[src/rtl/pong_game_2p.sv]
// Two-player pong: paddles, ball, scores and serve/play/pause/over control,
// plus the per-pixel colour mux driven from the VGA scan position.
module pong_game_2p #(
  parameter int          X_MAX        = 639,
  parameter int          Y_MAX        = 479,
  parameter int          PAD_H        = 72,
  parameter int          PAD_W        = 4,
  parameter int          PADL_X       = 32,
  parameter int          PADR_X       = 604,
  parameter int          PAD_V        = 3,
  parameter int          BALL_SIZE    = 8,
  parameter int          BALL_V       = 2,
  parameter int          SCORE_W      = 4,
  parameter int          WIN_SCORE    = 7,
  parameter int          PAUSE_FRAMES = 60,
  parameter logic [11:0] PAD_RGB      = 12'hAAA,
  parameter logic [11:0] BALL_RGB     = 12'hFFF,
  parameter logic [11:0] LINE_RGB     = 12'h777,
  parameter logic [11:0] BG_RGB       = 12'h111
) (
  input  logic               clk,
  input  logic               reset,
  input  logic               up_l,
  input  logic               down_l,
  input  logic               up_r,
  input  logic               down_r,
  input  logic               serve,
  input  logic               video_on,
  input  logic [9:0]         x,
  input  logic [9:0]         y,
  output logic [11:0]        rgb,
  output logic [SCORE_W-1:0] score_l,
  output logic [SCORE_W-1:0] score_r,
  output logic [1:0]         state,
  output logic               game_over
);

  typedef enum logic [1:0] {
    S_SERVE = 2'd0,
    S_PLAY  = 2'd1,
    S_PAUSE = 2'd2,
    S_OVER  = 2'd3
  } state_t;

  localparam int CNT_W = (PAUSE_FRAMES > 1) ? $clog2(PAUSE_FRAMES) : 1;
  localparam logic [CNT_W-1:0] PAUSE_LOAD = CNT_W'(PAUSE_FRAMES - 1);

  localparam logic [9:0] TICK_Y   = 10'(Y_MAX + 2);
  localparam logic [9:0] PAD_MAX  = 10'(Y_MAX + 1 - PAD_H);
  localparam logic [9:0] PAD_INIT = 10'((Y_MAX + 1 - PAD_H) / 2);
  localparam logic [9:0] PAD_HM1  = 10'(PAD_H - 1);
  localparam logic [9:0] STEP_PAD = 10'(PAD_V);
  localparam logic [9:0] STEP_BAL = 10'(BALL_V);
  localparam logic [9:0] BALL_X0  = 10'((X_MAX + 1 - BALL_SIZE) / 2);
  localparam logic [9:0] BALL_Y0  = 10'((Y_MAX + 1 - BALL_SIZE) / 2);
  localparam logic [9:0] BALL_M1  = 10'(BALL_SIZE - 1);
  localparam logic [9:0] PL_X0    = 10'(PADL_X);
  localparam logic [9:0] PL_X1    = 10'(PADL_X + PAD_W - 1);
  localparam logic [9:0] PL_HIT1  = 10'(PADL_X + PAD_W - 1 + BALL_V);
  localparam logic [9:0] PR_X0    = 10'(PADR_X);
  localparam logic [9:0] PR_X1    = 10'(PADR_X + PAD_W - 1);
  localparam logic [9:0] PR_HIT0  = 10'(PADR_X - BALL_V);
  localparam logic [9:0] WALL_B   = 10'(Y_MAX - BALL_V);
  localparam logic [9:0] WALL_R   = 10'(X_MAX - BALL_V);
  localparam logic [9:0] LINE_X0  = 10'((X_MAX + 1) / 2 - 1);
  localparam logic [9:0] LINE_X1  = 10'((X_MAX + 1) / 2);
  localparam logic [SCORE_W-1:0] WIN = SCORE_W'(WIN_SCORE);

  state_t             state_q;
  logic [9:0]         pad_l, pad_r, ball_x, ball_y;
  logic               dir_x, dir_y;   // dir_x 1 = right, dir_y 1 = down
  logic [CNT_W-1:0]   pause_cnt;

  logic       tick;
  logic [9:0] ball_r, ball_b;
  logic       ovl_l, ovl_r, hit_l, hit_r, miss_l, miss_r;
  logic       dir_x_nx, dir_y_nx;

  assign tick   = (y == TICK_Y) && (x == 10'd0);
  assign ball_r = ball_x + BALL_M1;
  assign ball_b = ball_y + BALL_M1;

  function automatic logic [9:0] pad_next(input logic [9:0] top, input logic up_b,
                                          input logic down_b);
    logic [9:0] nxt;
    nxt = top;
    if (!up_b && down_b)
      nxt = (top >= STEP_PAD) ? top - STEP_PAD : 10'd0;
    else if (!down_b && up_b)
      nxt = (top + STEP_PAD >= PAD_MAX) ? PAD_MAX : top + STEP_PAD;
    return nxt;
  endfunction

  // Collision decisions use the current position; the ball then moves along the new direction.
  always_comb begin
    dir_y_nx = dir_y;
    if (ball_y <= STEP_BAL && !dir_y)
      dir_y_nx = 1'b1;
    else if (ball_b >= WALL_B && dir_y)
      dir_y_nx = 1'b0;

    ovl_l  = (ball_y <= pad_l + PAD_HM1) && (ball_b >= pad_l);
    ovl_r  = (ball_y <= pad_r + PAD_HM1) && (ball_b >= pad_r);
    hit_l  = !dir_x && (ball_x >= PL_X0) && (ball_x <= PL_HIT1) && ovl_l;
    hit_r  = dir_x && (ball_r >= PR_HIT0) && (ball_r <= PR_X1) && ovl_r;

    dir_x_nx = dir_x;
    if (hit_l)
      dir_x_nx = 1'b1;
    else if (hit_r)
      dir_x_nx = 1'b0;

    miss_l = !hit_l && !hit_r && (ball_x < STEP_BAL);
    miss_r = !hit_l && !hit_r && !miss_l && (ball_r > WALL_R);
  end

  always_ff @(posedge clk or negedge reset) begin
    if (!reset) begin
      state_q   <= S_SERVE;
      score_l   <= '0;
      score_r   <= '0;
      game_over <= 1'b0;
      pad_l     <= PAD_INIT;
      pad_r     <= PAD_INIT;
      ball_x    <= BALL_X0;
      ball_y    <= BALL_Y0;
      dir_x     <= 1'b1;
      dir_y     <= 1'b1;
      pause_cnt <= '0;
    end else if (tick) begin
      if (state_q != S_OVER) begin
        pad_l <= pad_next(pad_l, up_l, down_l);
        pad_r <= pad_next(pad_r, up_r, down_r);
      end
      case (state_q)
        S_SERVE: begin
          if (!serve)
            state_q <= S_PLAY;
        end
        S_PLAY: begin
          dir_y <= dir_y_nx;
          // On a miss dir_x is aimed at the losing player for the next serve.
          if (miss_l) begin
            score_r   <= score_r + 1'b1;
            dir_x     <= 1'b0;
            pause_cnt <= PAUSE_LOAD;
            state_q   <= S_PAUSE;
          end else if (miss_r) begin
            score_l   <= score_l + 1'b1;
            dir_x     <= 1'b1;
            pause_cnt <= PAUSE_LOAD;
            state_q   <= S_PAUSE;
          end else begin
            dir_x  <= dir_x_nx;
            ball_x <= dir_x_nx ? ball_x + STEP_BAL : ball_x - STEP_BAL;
            ball_y <= dir_y_nx ? ball_y + STEP_BAL : ball_y - STEP_BAL;
          end
        end
        S_PAUSE: begin
          if (pause_cnt != '0) begin
            pause_cnt <= pause_cnt - 1'b1;
          end else if (score_l == WIN || score_r == WIN) begin
            state_q   <= S_OVER;
            game_over <= 1'b1;
          end else begin
            state_q <= S_SERVE;
            ball_x  <= BALL_X0;
            ball_y  <= BALL_Y0;
            dir_y   <= 1'b1;
          end
        end
        S_OVER: begin
          if (!serve) begin
            state_q   <= S_SERVE;
            game_over <= 1'b0;
            score_l   <= '0;
            score_r   <= '0;
            ball_x    <= BALL_X0;
            ball_y    <= BALL_Y0;
            dir_x     <= 1'b1;
            dir_y     <= 1'b1;
          end
        end
        default: state_q <= S_SERVE;
      endcase
    end
  end

  assign state = state_q;

  function automatic logic [7:0] ball_rom(input logic [2:0] row);
    case (row)
      3'd0, 3'd7: ball_rom = 8'b0011_1100;
      3'd1, 3'd6: ball_rom = 8'b0111_1110;
      default:    ball_rom = 8'b1111_1111;
    endcase
  endfunction

  logic       pad_l_on, pad_r_on, ball_box, ball_on, line_on;
  logic [2:0] rom_row, rom_col;
  logic [7:0] rom_bits;

  always_comb begin
    pad_l_on = (x >= PL_X0) && (x <= PL_X1) && (y >= pad_l) && (y <= pad_l + PAD_HM1);
    pad_r_on = (x >= PR_X0) && (x <= PR_X1) && (y >= pad_r) && (y <= pad_r + PAD_HM1);
    ball_box = (x >= ball_x) && (x <= ball_r) && (y >= ball_y) && (y <= ball_b);
    rom_row  = 3'(y - ball_y);
    rom_col  = 3'(x - ball_x);
    rom_bits = ball_rom(rom_row);
    ball_on  = ball_box && rom_bits[rom_col];
    line_on  = ((x == LINE_X0) || (x == LINE_X1)) && !y[4];

    if (!video_on)
      rgb = 12'h000;
    else if (pad_l_on || pad_r_on)
      rgb = PAD_RGB;
    else if (ball_on)
      rgb = BALL_RGB;
    else if (line_on)
      rgb = LINE_RGB;
    else
      rgb = BG_RGB;
  end

endmodule

[config.mk]
export PLATFORM = sky130hd
export DESIGN_NAME = pong_game_2p
export DESIGN_NICKNAME = d
export VERILOG_FILES = /design/src/rtl/pong_game_2p.sv
export SDC_FILE = /design/constraint.sdc
export NUM_CORES = 1
export LEC_CHECK = 0
export ABC_AREA = 1
export CAP_MARGIN = 15
export CELL_PAD_IN_SITES_DETAIL_PLACEMENT = 1
export CELL_PAD_IN_SITES_GLOBAL_PLACEMENT = 1
export CORE_ASPECT_RATIO = 1.1
export CORE_MARGIN = 5
export CORE_UTILIZATION = 35
export DETAILED_ROUTE_END_ITERATION = 8
export PLACE_DENSITY_LB_ADDON = 0.15
export REMOVE_ABC_BUFFERS = 1
export SETUP_SLACK_MARGIN = 0.02
export SLEW_MARGIN = 30
export SYNTH_ARGS = -nofsm -noshare
export SYNTH_HDL_FRONTEND = slang
export SYNTH_SLANG_ARGS = --single-unit
[constraint.sdc]
create_clock -name clk -period 4.55 [get_ports clk]
set_input_delay 0.455 -clock clk [delete_from_list [all_inputs] [get_ports clk]]
set_output_delay 0.455 -clock clk [all_outputs]
set_load 0.01 [all_outputs]
# Word-level counts from Yosys, hierarchy flattened
# Cells that the tools add are included.
# W data, S select, Z words.
dict set report word_totals {
  regBits 59
  output_inout_bits 23
}
dict set report classes {
  add_sub_neg 17
  n_lt_le_gt_ge 29
  n_eq_ne 23
  mux 61
  n_reduce_logical 65
}
# cell count
set ops {}
lappend ops {{$mux W10} 20}
lappend ops {{$ge A10 B10 Y1} 6}
lappend ops {{$le A10 B10 Y1} 6}
lappend ops {{$pmux W10 S3} 2}
lappend ops {{$add A10 B2 Y10 const B} 4}
lappend ops {{$sub A10 B2 Y10 const B} 4}
lappend ops {{$mux W12} 3}
lappend ops {{$eq A10 B9 Y1 const B} 3}
lappend ops {{$ge A10 B9 Y1 const B} 3}
lappend ops {{$logic_and A1 B1 Y1} 30}
lappend ops {{$ne A2 B2 Y1 const B} 11}
lappend ops {{$add A10 B3 Y10 const B} 2}
lappend ops {{$add A10 B7 Y10 const B} 2}
lappend ops {{$ge A10 B10 Y1 const B} 2}
lappend ops {{$ge A10 B2 Y1 const B} 2}
lappend ops {{$ge A10 B6 Y1 const B} 2}
lappend ops {{$le A10 B10 Y1 const B} 2}
lappend ops {{$le A10 B6 Y1 const B} 2}
lappend ops {{$reduce_and A5 Y1} 4}
lappend ops {{$mux W6} 3}
lappend ops {{$mux W4} 4}
lappend ops {{$pmux W4 S2} 2}
lappend ops {{$pmux W8 S2} 1}
lappend ops {{$mux W1} 13}
lappend ops {{32 further kinds} 62}

# Logic depth before layout (Yosys ltp)
# Gate-level depths: netlist (run 1).
dict set report depth {
  word_depth 14
  ltp_mapped 21
  depth_no_buf 21
}

# Worst setup path before layout (run 1)
# Ideal clock, no wire load.
dict set report synth_timing {
  path_kind {register -> output}
  startpoint {register ball_x[1]}
  endpoint {output rgb[10]}
  arrival_ns 3.017
  required_time_ns 4.095
  slack_ns 1.078
  stages_incl_launch_ff 18
  path_buffers 1
  cell_sequence {dfrtp_1 inv_2 ha_1 nor3_2 nand2_1 xor2_1 inv_1 ha_1 nand4_1 inv_1 and3_1 o21ai_0 nand2_1 nor2_1 nand3_1 a21boi_0 nor3_1 buf_4}
}
dict set report synth_between {
  elab_chain_len 9
  elab_cells_between_ends 13
  cone_classes {add/sub (2); order compare (2); mux (5); reduce/logical (4)}
}
# element line_no
set synth_rtl {}
lappend synth_rtl {{start, declared} 70} ;# logic [9:0] pad_l, pad_r, ball_x, ball_y;
lappend synth_rtl {{start signal, assigned} 155} ;# ball_x <= dir_x_nx ? ball_x + STEP_BAL : ball_x - STEP_BAL;
lappend synth_rtl {{$add A10 B3 Y10} 80} ;# assign ball_r = ball_x + BALL_M1;
lappend synth_rtl {{$le A10 B10 Y1} 206} ;# ball_box = (x >= ball_x) && (x <= ball_r) && (y >= ball_y) && (y <= ball_b);
lappend synth_rtl {{$logic_and A1 B1 Y1 (3 in series)} 206}
lappend synth_rtl {{$logic_and A1 B1 Y1 (*)} 210} ;# ball_on = ball_box && rom_bits[rom_col];
lappend synth_rtl {{$mux W12 (*)} 217} ;# else if (ball_on)
lappend synth_rtl {{$mux W12 (*)} 215} ;# else if (pad_l_on || pad_r_on)
lappend synth_rtl {{$mux W12 (*)} 213} ;# if (!video_on)
lappend synth_rtl {{end, declared} 31} ;# output logic [11:0] rgb,
# Mark *: on every way between the ends. The rest lies on a longest branch, timed or not. The select of a mux whose other input is x is not followed.

# Worst setup path in the final report (run 1)
dict set report layout_timing {
  startpoint {register ball_x[2]}
  endpoint {output rgb[9]}
}
# The elaborated chain is that of the path after synthesis.

==> results of run 1 <==
[power by group]
group,total (mW),switching (mW),internal (mW)
Combinational,0.179,0.108,0.0709
Sequential,0.508,0.0000121,0.508
Clock,0.782,0.296,0.486
[worst max-delay path, stage by stage (launching register included)]
cell and delay, ns:
dfstp_2 0.55, inv_2 0.07, ha_2 0.22, nor3_4 0.17, nand2_1 0.12, xor2_2 0.18
inv_1 0.07, ha_1 0.31, nand4_1 0.11, inv_1 0.07, nand2_1 0.07, o211ai_1 0.08
o21ai_1 0.22, nand2_1 0.08, nor2_1 0.08, nand3_1 0.09, a21boi_1 0.18, nand3_1 0.10
nand2_1 0.05, inv_1 0.08, clkdlybuf4s50_1 0.54
[layout make-up]
cell class                 instances  share of cell area, %
multi-input combinational        919                   63.4
sequential                        57                   15.5
timing repair buffer              77                   7.54
inverter                         149                   6.09
tap                              300                   4.00
clock buffer                       9                   2.40
clock inverter                     7                   1.11
[metal layers]
layer  GRT usage (%)  up-vias  part of all wire, %
met5               0        -                    0
met4            6.84        0                  2.8
met3            2.32       45                  2.1
met2            39.4       84                   51
met1            25.4     3897                   44
li1                -     4006                    -
[worst max path at each step]
stage	slack [ns]	end
after floorplan	0.99	rgb[10]
after global placement	0.45	rgb[2]
after detailed placement	0.31	rgb[10]
after CTS	0.01	rgb[9]
after global routing	0.02	rgb[1]
final	0.31	rgb[9]
[sequential cells by signal, summed over array words and instances (netlist names)]
register   count
pause_cnt      6
ball_y         9
score_l        4
ball_x         9
dir_x          1
score_r        4
pad_l         10
pad_r         10
dir_y          1
state          2
game_over      1
[kinds of logic (layout without fill, tap and decap cells)]
family	count (synthesis)	count (layout)	share of synthesized area (%)
simple gates	538	538	32.4
compound gates	191	191	14.2
buf+inv	175	242	9.24
fa+ha+maj	122	122	19.0
xor+xnor	66	66	7.22
flops	57	57	17.9
other cells	1	2	0.0462
[cell usage in the layout (no fill, tap or decap), types with 6 or more instances in the layout]
master / count
nor3_1: 25
clkdlybuf4s50_1: 46
o211ai_1: 8
nand2_2: 21
xor2_1: 60
nor3_2: 10
nand3_1: 81
buf_4: 26
nor2_1: 107
a21oi_1: 59
o2111ai_1: 6
o21ai_0: 45
inv_1: 125
inv_2: 18
nand2_1: 218
nor2_2: 12
dfstp_2: 20
nand3_2: 11
o22ai_1: 6
o21ai_1: 19
clkbuf_16: 9
nand4_1: 22
a31oi_1: 6
dfrtp_1: 37
ha_1: 119
a22oi_1: 14
[what timing repair did]
item / 4_1_cts / 5_1_grt
endpoints found under the setup margin: 3 / 9
hold endpoints to repair: 3 / 0
pin swaps: 0 / 3
buffers inserted: 0 / 9
resized for setup: 1 / 11
hold buffers: 1 / 0
[metrics by stage]
step	hold WS, ns	cells	util, %	worst slack, ns	total power, mW
finish	0.459	1518	41.1	0.312	1.47
global route	0.470	1518	41.1	0.0165	1.53
CTS	0.453	1509	40.6	0.0106	1.49
detailed placement	0.287	1492	39.1	0.311	0.697
global placement	0.286	1492	39.1	0.453	0.694
floorplan	0.159	1125	-	0.991	0.601
==> results.sh, run 1 <==
export IMPL_fillers=2949
export IMPL_ant_nets=0
export IMPL_synth_area_per_cell_sq_um=7.05
export IMPL_grt_pass1_vias=8587
export IMPL_clock_sinks=57
export IMPL_place_hpwl_um=22500
export IMPL_dieArea_sq_um=26300
export IMPL_hold_path_class="in2async"
export IMPL_p_per_area_nw_per_um2=156
export IMPL_r2r_cells=16
export IMPL_pin_count=51
export IMPL_antenna_found_initial=0
export IMPL_nets=1363
export IMPL_routabilityCongestion=0.876
export IMPL_clk_pin_slew_ns=0.06
export IMPL_vdd_drop_max_v=0.000169
export IMPL_setup_viol=0
export IMPL_reg2reg_to="ball_x[3]"
export IMPL_grt_first_pass_wirelength_um=44600
export IMPL_tns_ns=0
export IMPL_detail_route_wl_per_cell_um=18.1
export IMPL_fin_area_sq_um=9390
export IMPL_r2r_slack_ns=1.44
export IMPL_placed_area_sq_um=8930
export IMPL_netlist_area_sq_um=8110
export IMPL_worstSetupStartpointType="flip-flop"
export IMPL_vias=8032
export IMPL_r2r_start="ball_y[5]"
export IMPL_ys_warn_count=0
export IMPL_initial_core_util_pct=35.5
export IMPL_end_kind="output port"
export IMPL_relSlewSlack_pct=48.6
export IMPL_arrival_ns=3.78
export IMPL_register_area_sq_um=1450
export IMPL_fp_dieH_um=170
export IMPL_period_needed_ns=4.24
export IMPL_crit_type="reg2out"
export IMPL_ys_ff_latch=57
export IMPL_synth_top_cell_area_share_pct=18.5
export IMPL_diodes=0
export IMPL_cp_max_fo=5
export IMPL_synthTopCellsByCount="nand2_1, inv_1, ha_1"
export IMPL_cp_required_ns=4.09
export IMPL_rows=58
export IMPL_numCtsBuffers=9
export IMPL_worst_slew_pin_slew_ns=0.771
export IMPL_core_sq_um=22900
export IMPL_synthTopCellsByArea="ha_1, dfrtp_1, nand2_1, xor2_1, dfstp_2"
export IMPL_drc=0
export IMPL_grt_use_total_pct=21.2
export IMPL_p_leak_nw=4.39
export IMPL_h_tree_depth=3
export IMPL_post_route_period_util_pct=93.1
export IMPL_maxSlewViolCount=0
export IMPL_multi_input_area_sq_um=5950
export IMPL_netlist_instances=1150
export IMPL_grt_start_max_net_pins=53
export IMPL_async_flop_share_pct=100
export IMPL_clock_path_buffers=2
export IMPL_area_delta_synth_final_pct=15.8
export IMPL_status="finished, final reports clean"
export IMPL_io_buffers=50
export IMPL_skew_ns=0.00742
export IMPL_synth_area_leader_cell="ha_1"
export IMPL_max_cap_violations=0
export IMPL_fmax_mhz=236
export IMPL_synth_distinct_cells=65
export IMPL_grt_overflow_total=0
export IMPL_clockRootBuffer="clkbuf_16"
export IMPL_vias_per_cell=5.29
export IMPL_yosysMostFrequentCell="nand2_1"
export IMPL_drt_iter0_markers=302
export IMPL_drt_total_wl_um=27500
export IMPL_ys_seq_area_share_pct=17.9
export IMPL_finalHoldViolCount=0
export IMPL_startpoint="ball_x[2]"
export IMPL_synth_edf_count=0
export IMPL_firstDrtPassIters=4
export IMPL_cts_tree="built"
export IMPL_synth_ff_type="dfrtp_1"
export IMPL_rsz0062_at_grt="no"
export IMPL_die_w_um=155
export IMPL_clk_latency_ns=0.34
export IMPL_layout_drive_gt1_share_pct=13.6
No activity file was read; power rests on OpenSTA's default activity.
==> inputs of run 2 (changes only) <==
GPL_ROUTABILITY_DRIVEN = 1   (was unset)
==> results of run 2 <==
No change in the layout: final DEF, timing and power equal those of run 1.
==> RTL edit: new RTL, flow settings as in run 2 <==
The parameter `PAUSE_FRAMES` goes from 60 to 90.
--- a/src/rtl/pong_game_2p.sv
+++ b/src/rtl/pong_game_2p.sv
@@ -14,3 +14,3 @@
   parameter int          WIN_SCORE    = 7,
-  parameter int          PAUSE_FRAMES = 60,
+  parameter int          PAUSE_FRAMES = 90,
   parameter logic [11:0] PAD_RGB      = 12'hAAA,
Formal check against the unedited RTL: same outputs for any inputs over 4 cycles, from zero or initial values and one cycle with reset low; that may be too few to reach the edited logic, so the function may still have changed.
==> RTL edit against run 2 <==
  * Core utilization is 0.28 points higher
  * Total power is 0.47% higher
  * Design area is 2.3% lower
  * Worst hold slack worse by 0.21 ns
  * Non-clock buffer count is 8 lower
  * Wire length is 3.5% higher
  * First-iteration DRC count is 19% higher
  * Worst setup slack worse by 0.066 ns
  * Final cell count is 0.86% higher
  * Clock power hardly changed
  * Area after synthesis is 2.2% lower
  * Sequential cell count is 1 higher
  * Largest power group unchanged
==> RTL edit: results (changes against run 2) <==
[route]
drtIter0Drc=358  ; +19%
via_count=8161  ; +1.6%
detail_route.first_pass.iterations=5  ; +1
wl_um=28500  ; +3.5%

[clocking]
clock_latency_ns=0.35
numCtsBuffers=9  ; unchanged
htreeDepth=3  ; unchanged

[global_route]
grt_pass1_wl_um=45800  ; +2.6%
antenna_found_initial=0  ; unchanged
grt_pass1_vias=8555  ; -0.37%
grt_max_degree=59  ; +11%
grt.total_usage_pct=22.04  ; +0.83 points

[critical_path]
cp.arrival_ns=3.85  ; +0.07 ns
slowest_delay_ns=0.59  ; +0.04 ns
r2r_slack_ns=1.36  ; -0.08 ns
critPathMaxFanout=6  ; +1

[yosys]
synth.distinct_cells=54  ; -17%
ys_async_sr_fraction_pct=100.0  ; unchanged
synth.area.top_cells=ha_1, dfrtp_1, nand2_1, xor2_1, dfstp_2
yosys-top-cells-count=nand2_1, inv_1, nor2_1, ha_1, nand3_1
yosys_most_used_dff=dfrtp_1
ys_seq_area_share_pct=18.62  ; +0.73 points

[power_and_ir_drop]
p_leak_nw=4.313  ; -1.8%
vdd_drop_max_mv=0.1363  ; -20%
intPower_mw=1.082  ; +1.7%

[outcome]
status=finished, final reports clean

[timing]
whs_ns=0.2525  ; -0.2065 ns
worst_pin_slew_ns=0.9639  ; +0.1930 ns
fin_skew_ns=0.01210  ; +0.004673 ns

[cells_and_area]
drive_gt1_share_pct=8.172  ; -5.5 points
nNetsFinal=1381  ; +1.3%
fillers=2869  ; -2.7%
diodes=0  ; unchanged

[placement]
dp_hpwl_um=22810  ; +1.5%
gp_congestion=0.8589  ; -1.9%

[flow_run]
cap_violations=0  ; unchanged

## RTL edit: final cells by class
class | count | area [um^2] | share of cell area [%]
Timing Repair Buffer | 69 | 645.6 | 7.041
Multi-Input combinational cell | 941 | 5772 | 62.95
Clock buffer | 10 | 239.0 | 2.606
Sequential cell | 58 | 1478 | 16.12
Tap cell | 295 | 369.1 | 4.026
Inverter | 152 | 576.8 | 6.291
Clock inverter | 6 | 88.84 | 0.9689
## RTL edit: per-stage QoR
step           util (%)  worst slack (ns)  total power, mW  instance area, um^2  cells
3_5_place_dp      39.34            0.3901           0.7028                 8725   1512
6_report          41.34            0.2458            1.476                 9169   1531
5_1_grt           41.34          0.003995            1.544                 9169   1531
3_3_place_gp      39.34            0.5316           0.7002                 8725   1512
4_1_cts           40.90           0.06178            1.503                 9072   1528
2_1_floorplan         -             1.076           0.6074                 7740   1151
## RTL edit: what timing repair did
item,CTS,global route
pin swaps,0,2
hold endpoints to repair,0,0
setup endpoints to repair,3,9
gates cloned,0,0
setup buffers,0,3
gates resized for setup,3,17
## RTL edit: worst max-delay path, delay by kind of cell, from the launching register on
family                   cells  cell delay, ns
AND/OR/NAND/NOR              9            0.87
buffers and inverters        4            0.78
adder cells (fa/ha/maj)      1            0.34
AO/OA/AOI/OAI                5            0.92
flip-flops                   1            0.59
## RTL edit: logic make-up after synthesis
kind of cell | after synthesis | share of synthesized area [%]
compound gates | 199 | 14.46
xor+xnor | 68 | 7.513
simple gates | 550 | 30.27
fa+ha+maj | 122 | 19.44
buf+inv | 180 | 9.643
flops | 58 | 18.62
other cells | 1 | 0.04730
## RTL edit: path summary, 6_finish.rpt
path / start / depth (start not counted) / end
worst max-delay path: pad_r[2]$_DFFE_PN1P_ / 19 / rgb[11]
worst max register to register: ball_y[3]$_DFFE_PN1P_ / 16 / ball_x[3]$_DFFE_PN1P_
min in group clk: ball_x[8]$_DFFE_PN1P_ / 2 / ball_x[8]$_DFFE_PN1P_
worst min-delay path: reset / 2 / pad_l[0]$_DFFE_PN0P_
max in group asynchronous: reset / 2 / ball_x[1]$_DFFE_PN0P_
worst min register to register: ball_x[8]$_DFFE_PN1P_ / 2 / ball_x[8]$_DFFE_PN1P_
## RTL edit: metal layers
metal  vias to the layer above  routed length, um  GRT usage [%]
li1                       4045                  -              -
met1                      3971              12370          26.84
met2                       113              14940          41.37
met3                        32                712          2.773
met4                         0                470          4.724
met5                         -                  0              0
## RTL edit: power by group through the flow
stage               clock network (mW)  logic, mW  registers (mW)
floorplan                            0     0.0819           0.526
global placement                     0      0.175           0.525
detailed placement                   0      0.177           0.525
CTS                              0.808      0.179           0.517
global route                     0.828      0.200           0.516
finish                           0.781      0.178           0.517
